File: config.mk
export PLATFORM = sky130hd
export DESIGN_NAME = pipeline_ctrl_sequencer
export DESIGN_NICKNAME = d
export VERILOG_FILES = /design/src/rtl/pipeline_ctrl_sequencer_pkg.sv /design/src/rtl/pipeline_ctrl_sequencer_mdu_wait_timer.sv /design/src/rtl/pipeline_ctrl_sequencer.sv
export SDC_FILE = /design/constraint.sdc
export NUM_CORES = 1
export LEC_CHECK = 0
export CAP_MARGIN = 15
export CORE_MARGIN = 3
export CORE_UTILIZATION = 40
export DETAILED_ROUTE_END_ITERATION = 12
export GPL_TIMING_DRIVEN = 0
export PLACE_DENSITY = 0.68
export SLEW_MARGIN = 5
export SYNTH_ARGS = -nofsm -noshare
export SYNTH_HDL_FRONTEND = slang
export SYNTH_SLANG_ARGS = --single-unit
File: constraint.sdc
create_clock -name clk -period 3.3 [get_ports clk]
set_clock_uncertainty 0.1 [all_clocks]
set_input_delay 0.66 -clock clk [delete_from_list [all_inputs] [get_ports clk]]
set_output_delay 0.66 -clock clk [all_outputs]
set_load 0.01 [all_outputs]
File: src/rtl/pipeline_ctrl_sequencer_pkg.sv
// Shared types for the pipeline stall/flush sequencer: FSM states, hazard
// priority encoding and default sizing.
package pipe_ctrl_pkg;

  localparam int MDU_TIMEOUT_DEF = 64;
  localparam int CNT_W_DEF       = 7;
  localparam int PERF_W_DEF      = 32;

  typedef enum logic {
    RUN      = 1'b0,
    MDU_WAIT = 1'b1
  } state_e;

  // Numeric order matches priority: higher value wins.
  typedef enum logic [1:0] {
    HZ_NONE     = 2'd0,
    HZ_LOAD_USE = 2'd1,
    HZ_MDU      = 2'd2,
    HZ_BRANCH   = 2'd3
  } hazard_e;

  function automatic hazard_e resolve_hazard(input logic branch,
                                             input logic mdu_stall,
                                             input logic load_use);
    hazard_e hz;
    if (branch) begin
      hz = HZ_BRANCH;
    end else if (mdu_stall) begin
      hz = HZ_MDU;
    end else if (load_use) begin
      hz = HZ_LOAD_USE;
    end else begin
      hz = HZ_NONE;
    end
    return hz;
  endfunction

endpackage

File: src/rtl/pipeline_ctrl_sequencer_mdu_wait_timer.sv
// MDU wait supervision: saturating wait counter, terminal-count compare and
// the sticky timeout flag.
module mdu_wait_timer
  import pipe_ctrl_pkg::*;
#(
  parameter int MDU_TIMEOUT = MDU_TIMEOUT_DEF,
  parameter int CNT_W       = CNT_W_DEF
) (
  input  logic clk,
  input  logic reset,
  input  logic count_en_i,
  input  logic timeout_set_i,
  output logic term_cnt_o,
  output logic mdu_timeout_o
);

  localparam logic [CNT_W-1:0] CNT_TERM = CNT_W'(MDU_TIMEOUT - 1);
  localparam logic [CNT_W-1:0] CNT_MAX  = {CNT_W{1'b1}};
  localparam logic [CNT_W-1:0] CNT_ONE  = {{(CNT_W-1){1'b0}}, 1'b1};

  logic [CNT_W-1:0] wait_cnt_q, wait_cnt_d;
  logic             timeout_q, timeout_d;

  // Counter runs only while the FSM stays in the wait state, else it clears.
  always_comb begin
    wait_cnt_d = {CNT_W{1'b0}};
    if (count_en_i) begin
      if (wait_cnt_q != CNT_MAX) begin
        wait_cnt_d = wait_cnt_q + CNT_ONE;
      end else begin
        wait_cnt_d = wait_cnt_q;
      end
    end else begin
      wait_cnt_d = {CNT_W{1'b0}};
    end
  end

  // Sticky timeout: only reset clears it.
  always_comb begin
    timeout_d = timeout_q | timeout_set_i;
  end

  // Counter and flag registers.
  always_ff @(posedge clk) begin
    if (reset) begin
      wait_cnt_q <= {CNT_W{1'b0}};
      timeout_q  <= 1'b0;
    end else begin
      wait_cnt_q <= wait_cnt_d;
      timeout_q  <= timeout_d;
    end
  end

  assign term_cnt_o    = (wait_cnt_q >= CNT_TERM);
  assign mdu_timeout_o = timeout_q;

endmodule

File: src/rtl/pipeline_ctrl_sequencer.sv
// Stall/flush scheduler for the 5-stage pipeline with an MDU-wait FSM.
// Optional performance counters are enabled by defining PIPE_CTRL_PERF_EN.
module pipeline_ctrl_sequencer
  import pipe_ctrl_pkg::*;
#(
  parameter int MDU_TIMEOUT = MDU_TIMEOUT_DEF,
  parameter int CNT_W       = CNT_W_DEF
`ifdef PIPE_CTRL_PERF_EN
  ,
  parameter int PERF_W      = PERF_W_DEF
`endif
) (
  input  logic clk,
  input  logic reset,
  input  logic branch_taken,
  input  logic load_use_hazard,
  input  logic mdu_start,
  input  logic mdu_done,
  output logic pc_write,
  output logic IF_ID_write,
  output logic ID_EX_write,
  output logic IF_ID_flush,
  output logic ID_EX_flush,
  output logic EX_MEM_flush,
  output logic pc_src_branch,
  output logic mdu_abort,
  output logic mdu_timeout,
  output logic state_busy
`ifdef PIPE_CTRL_PERF_EN
  ,
  output logic [PERF_W-1:0] flush_count,
  output logic [PERF_W-1:0] stall_count
`endif
);

  state_e  state_q, state_d;
  hazard_e hz_s;
  logic    abort_q, abort_d;
  logic    in_wait_s, mdu_req_s, mdu_stall_s;
  logic    term_cnt_s, timeout_fire_s, count_en_s;

  assign in_wait_s = (state_q == MDU_WAIT);
  assign mdu_req_s = mdu_start & ~mdu_done;
  // Terminal count releases the stall in the same cycle it is reached.
  assign timeout_fire_s = in_wait_s & ~branch_taken & ~mdu_done & term_cnt_s;
  assign mdu_stall_s    = (~in_wait_s & mdu_req_s) |
                          (in_wait_s & ~mdu_done & ~term_cnt_s);
  assign hz_s           = resolve_hazard(branch_taken, mdu_stall_s, load_use_hazard);
  assign count_en_s     = in_wait_s & (state_d == MDU_WAIT);

  mdu_wait_timer #(
    .MDU_TIMEOUT (MDU_TIMEOUT),
    .CNT_W       (CNT_W)
  ) u_timer (
    .clk           (clk),
    .reset         (reset),
    .count_en_i    (count_en_s),
    .timeout_set_i (timeout_fire_s),
    .term_cnt_o    (term_cnt_s),
    .mdu_timeout_o (mdu_timeout)
  );

  // FSM next state: a branch always returns to RUN and drops any MDU wait.
  always_comb begin
    state_d = state_q;
    case (state_q)
      RUN: begin
        if (branch_taken) begin
          state_d = RUN;
        end else if (mdu_req_s) begin
          state_d = MDU_WAIT;
        end else begin
          state_d = RUN;
        end
      end
      MDU_WAIT: begin
        if (branch_taken || mdu_done || term_cnt_s) begin
          state_d = RUN;
        end else begin
          state_d = MDU_WAIT;
        end
      end
      default: state_d = RUN;
    endcase
  end

  // Abort the MDU when a branch kills its op or the wait times out.
  always_comb begin
    abort_d = (branch_taken & (in_wait_s | mdu_req_s)) | timeout_fire_s;
  end

  // State and abort-pulse registers; reset never produces an abort.
  always_ff @(posedge clk) begin
    if (reset) begin
      state_q <= RUN;
      abort_q <= 1'b0;
    end else begin
      state_q <= state_d;
      abort_q <= abort_d;
    end
  end

  // Per-stage enables and flushes decoded from the winning hazard.
  always_comb begin
    pc_write      = 1'b1;
    IF_ID_write   = 1'b1;
    ID_EX_write   = 1'b1;
    IF_ID_flush   = 1'b0;
    ID_EX_flush   = 1'b0;
    EX_MEM_flush  = 1'b0;
    pc_src_branch = 1'b0;
    case (hz_s)
      HZ_BRANCH: begin
        IF_ID_flush   = 1'b1;
        ID_EX_flush   = 1'b1;
        EX_MEM_flush  = 1'b1;
        pc_src_branch = 1'b1;
      end
      HZ_MDU: begin
        pc_write     = 1'b0;
        IF_ID_write  = 1'b0;
        ID_EX_write  = 1'b0;
        EX_MEM_flush = 1'b1;
      end
      HZ_LOAD_USE: begin
        pc_write    = 1'b0;
        IF_ID_write = 1'b0;
        ID_EX_flush = 1'b1;
      end
      default: begin
        pc_write = 1'b1;
      end
    endcase
  end

  assign mdu_abort  = abort_q;
  assign state_busy = in_wait_s;

`ifdef PIPE_CTRL_PERF_EN
  localparam logic [PERF_W-1:0] PERF_MAX = {PERF_W{1'b1}};
  localparam logic [PERF_W-1:0] PERF_ONE = {{(PERF_W-1){1'b0}}, 1'b1};

  logic [PERF_W-1:0] flush_cnt_q, flush_cnt_d;
  logic [PERF_W-1:0] stall_cnt_q, stall_cnt_d;

  // Saturating event counters.
  always_comb begin
    flush_cnt_d = flush_cnt_q;
    stall_cnt_d = stall_cnt_q;
    if (branch_taken && (flush_cnt_q != PERF_MAX)) begin
      flush_cnt_d = flush_cnt_q + PERF_ONE;
    end else begin
      flush_cnt_d = flush_cnt_q;
    end
    if (!pc_write && (stall_cnt_q != PERF_MAX)) begin
      stall_cnt_d = stall_cnt_q + PERF_ONE;
    end else begin
      stall_cnt_d = stall_cnt_q;
    end
  end

  // Counter registers.
  always_ff @(posedge clk) begin
    if (reset) begin
      flush_cnt_q <= {PERF_W{1'b0}};
      stall_cnt_q <= {PERF_W{1'b0}};
    end else begin
      flush_cnt_q <= flush_cnt_d;
      stall_cnt_q <= stall_cnt_d;
    end
  end

  assign flush_count = flush_cnt_q;
  assign stall_count = stall_cnt_q;
`endif

endmodule

==> impl_metrics.csv <==
group,metric,value,unit
synth,synthesis.nets,70,
worst_setup_path,worst-r2r-setup-slack,1.76,ns
worst_setup_path,cp_common_cell,"ha_1",
sta,period_share,95.1,%
outcome,outcome,"completed",
routing,via_count,497,
routing,drc,0,
worst_setup_path,path_max_fanout,8,
worst_setup_path,rr_worst_depth,5,
sta,period_needed,3.14,ns
synth,seq_area_frac_synth,37.5,%
synth,synthCells,61,
clock_network,clockBufferDepth,2,
worst_setup_path,cp_top_family,"compound AO/OA/AOI/OAI gates",
layout,syn_to_final_growth,38.4,%
sta,whs,0.364,ns
clock_network,h-tree-depth,1,
synth,synth_compound_area_share,24.6,%
worst_setup_path,max_stage_delay,0.41,ns
worst_setup_path,r2r_end,"u_timer.wait_cnt_q[2]",
global_route,grt-ovfl-total,0,
sta,max_slew.worst_pin.slew,0.508,ns
floorplan,die-area,0.00181,mm^2
layout,utilization,63.1,%
power_and_ir_drop,clockPowerShare,38.6,%
global_route,met2_usage,19.1,%
clock_network,cts_root_buf,"clkbuf_4",
global_route,top_usage_layer,"met1",
power_and_ir_drop,vdd_ir_drop_max,0.319,mV
sta,max_freq,0.319,GHz
layout,fin_area,739,um^2
clock_network,post_cts_buffers,0,
sta,finalSetupViolCount,0,
worst_setup_path,crit_chain,"ha_1 -> buf_6 -> a21o_1 -> a2111o_1 -> a31o_1 -> ha_1 -> buf_4 -> dlygate4sd2_1",
layout,stdcell_count,94,
floorplan,initial_utilization,45.6,%
global_route,antenna_found_initial,0,
flow_run,drv_cap,0,
sta,relSlewSlack,66.0,%
worst_setup_path,path_buf_inv,3,
layout,final_common_cell,"clkdlybuf4s50_1",
floorplan,design.portCount,16,
sta,rsz0062_at_grt,"no",
synth,muxShareOfSynthArea,0,%
worst_setup_path,startpoint_type,"flop",
power_and_ir_drop,p_leak,0.322,nW
worst_setup_path,crit_arrival,2.38,ns
clock_network,postCtsHoldBufs,0,
placed_design,dp_cells,90,
synth,ys_warn_count,0,
layout,fill_cells,120,
layout,drive_above_1_share,10.0,%
routing,post_drt_wl_per_cell,11.6,um
placed_design,gp_congestion,0.755,
global_route,grt_use_met3,8.15,%
min_path,min_to,"u_timer.mdu_timeout_o",
worst_setup_path,crit_slowest_cell,"a2111o_1",
clock_network,clk_pin_slew_worst_paths,0.06,ns
synth,synthXorXnorAreaFrac,0,%
floorplan,core_area,0.00117,mm^2
global_route,grt_usage,14.1,%
global_route,gr-usage-met1,19.4,%
global_route,grt_max_degree,9,
clock_network,clock_latency,0.26,ns
power_and_ir_drop,p_int,0.215,mW
layout,antennaDiodeCount,0,
routing,antenna_left,0,
placed_design,placed_cell_area,702,um^2
global_route,grt_pass1_wl,1910,um
sta,drv_slew,0,
global_route,grt_pass1_vias,445,
routing,first_pass_iters,2,
synth,synthAdderAreaFrac,7.03,%
synth,ys_ff_latch,10,
synth,synthSimpleGateAreaFrac,22.5,%
synth,post_synth.cell_area_avg,8.76,um^2
floorplan,fp-row-count,12,
placed_design,dpl.hpwl,880,um
sta,hold_viol_final,0,
routing,via_per_inst,5.29,
synth,synth_area,534,um^2
synth,synth_top_family_by_area,"compound AO/OA/AOI/OAI gates",
layout,multi_input_area,293,um^2
power_and_ir_drop,seq_power_share,45.3,%
min_path,min_path_cells,1,
min_path,min_from,"u_timer.mdu_timeout_o",
worst_setup_path,regToRegStartpoint,"u_timer.wait_cnt_q[0]",
power_and_ir_drop,power_switching,0.0586,mW
power_and_ir_drop,power_density,370,mW/mm^2
routing,routed_wirelength,1090,um
min_path,min_path_type,"reg -> reg",
clock_network,cts_tree,"yes",
worst_setup_path,endpoint_kind,"output port",
floorplan,die_x,42.5,um
layout,final_cell_mix,"11 x clkdlybuf4s50_1, 10 x dfxtp_1",
power_and_ir_drop,power_frac_comb,16.1,%
worst_setup_path,timing_worst_setup_path_type,"reg -> out",
layout,nNetsFinal,90,
clock_network,cts_buffers,3,
floorplan,die_h,42.5,um
worst_setup_path,critPathRequiredTime,2.54,ns
clock_network,numClockSinks,10,
layout,seqCellArea,200,um^2
synth,synth_cell_type_count,28,
power_and_ir_drop,sw_frac_of_total,21.4,%
placed_design,port_buffers,15,
routing,first_iter_violations,4,
[logic make-up (layout without fill, tap and decap cells)]
family,Yosys count,count (layout)
AND/OR/NAND/NOR,22,22
AO/OA/AOI/OAI,18,18
flip-flops,10,10
buffers and inverters,7,26
adder cells (fa/ha/maj),3,3
other,1,1
[worst register-to-register path, delay by kind of cell (launching register included)]
kind                       cells  cell delay (ns)
DFF                            1             0.40
and+or+nand+nor                1             0.12
AOI/OAI and AO/OA              2             0.48
adders and majority gates      1             0.19
buffers and inverters          1             0.12
[stage by stage]
stage | setup WS [ns] | setup TNS, ns | total power, mW
6_report | 0.162 | 0 | 0.274
5_1_grt | 0.0297 | 0 | 0.289
4_1_cts | 0.0619 | 0 | 0.279
3_5_place_dp | -0.0388 | -0.0685 | 0.174
3_3_place_gp | -0.0570 | -0.100 | 0.173
2_1_floorplan | 0.629 | 0 | 0.146
[power groups by stage]
stage / Clock [mW] / Combinational (mW) / Sequential (mW)
after floorplan: 0 / 0.0194 / 0.127
after global placement: 0 / 0.0466 / 0.127
after detailed placement: 0 / 0.0470 / 0.127
after CTS: 0.110 / 0.0457 / 0.124
after global routing: 0.116 / 0.0480 / 0.124
final: 0.106 / 0.0441 / 0.124
[registers in the layout, summed over array words and instances, names as in the netlist]
signal,flops
u_timer.wait_cnt_q,7
mdu_abort,1
state_busy,1
u_timer.mdu_timeout_o,1
[cell usage after synthesis, drive strengths merged]
cell	count	area share [%]
a21oi	4	3.7
ha	3	7.0
a211oi	1	1.4
dfxtp	10	37
o211a	2	3.7
nor3	3	2.8
buf	3	4.9
a21o	1	1.4
nand3	2	1.9
o211ai	2	2.8
nor2b	1	1.2
nor3b	1	1.4
o41ai	1	1.6
nand2	4	2.8
nor2	4	2.8
and3	1	1.2
o2bb2ai	1	1.6
a31o	1	1.6
conb	1	0.70
a2111o	1	2.1
and4	1	1.6
a31oi	3	3.5
nand4	2	2.3
inv	4	2.8
nand3b	2	2.8
nor4b	1	1.6
o21ai	1	0.94
[per-layer routing]
layer	vias up	share of wire, %	wire length (um)
met5	-	0	0
met4	0	0	0
met3	0	5.8	63
met2	8	45	493
met1	221	49	532
li1	268	-	-
[final cells by class]
class / instances / area share, %
Tap cell: 14 / 2.37
Timing Repair Buffer: 15 / 20.5
Inverter: 4 / 2.03
Sequential cell: 10 / 27.1
Clock buffer: 4 / 4.91
Multi-Input combinational cell: 44 / 39.6
Buffer: 3 / 3.55
[worst max-delay path by stage]
| stage | startpoint | to | slack [ns] | cells past startpoint |
|---|---|---|---|---|
| after floorplan | u_timer.wait_cnt_q[0] | pc_src_branch | 0.63 | 7 |
| after global placement | mdu_done | pc_write | -0.06 | 6 |
| after detailed placement | mdu_done | pc_write | -0.04 | 6 |
| after CTS | u_timer.wait_cnt_q[0] | IF_ID_flush | 0.06 | 7 |
| after global routing | u_timer.wait_cnt_q[0] | ID_EX_write | 0.03 | 8 |
| final | u_timer.wait_cnt_q[0] | pc_src_branch | 0.16 | 8 |
[what timing repair did]
action                     in CTS  in global routing
setup endpoints to repair       3                  2
gates resized for setup         2                  2
pin swaps                       2                  0
(Power assumes the default switching activity.)
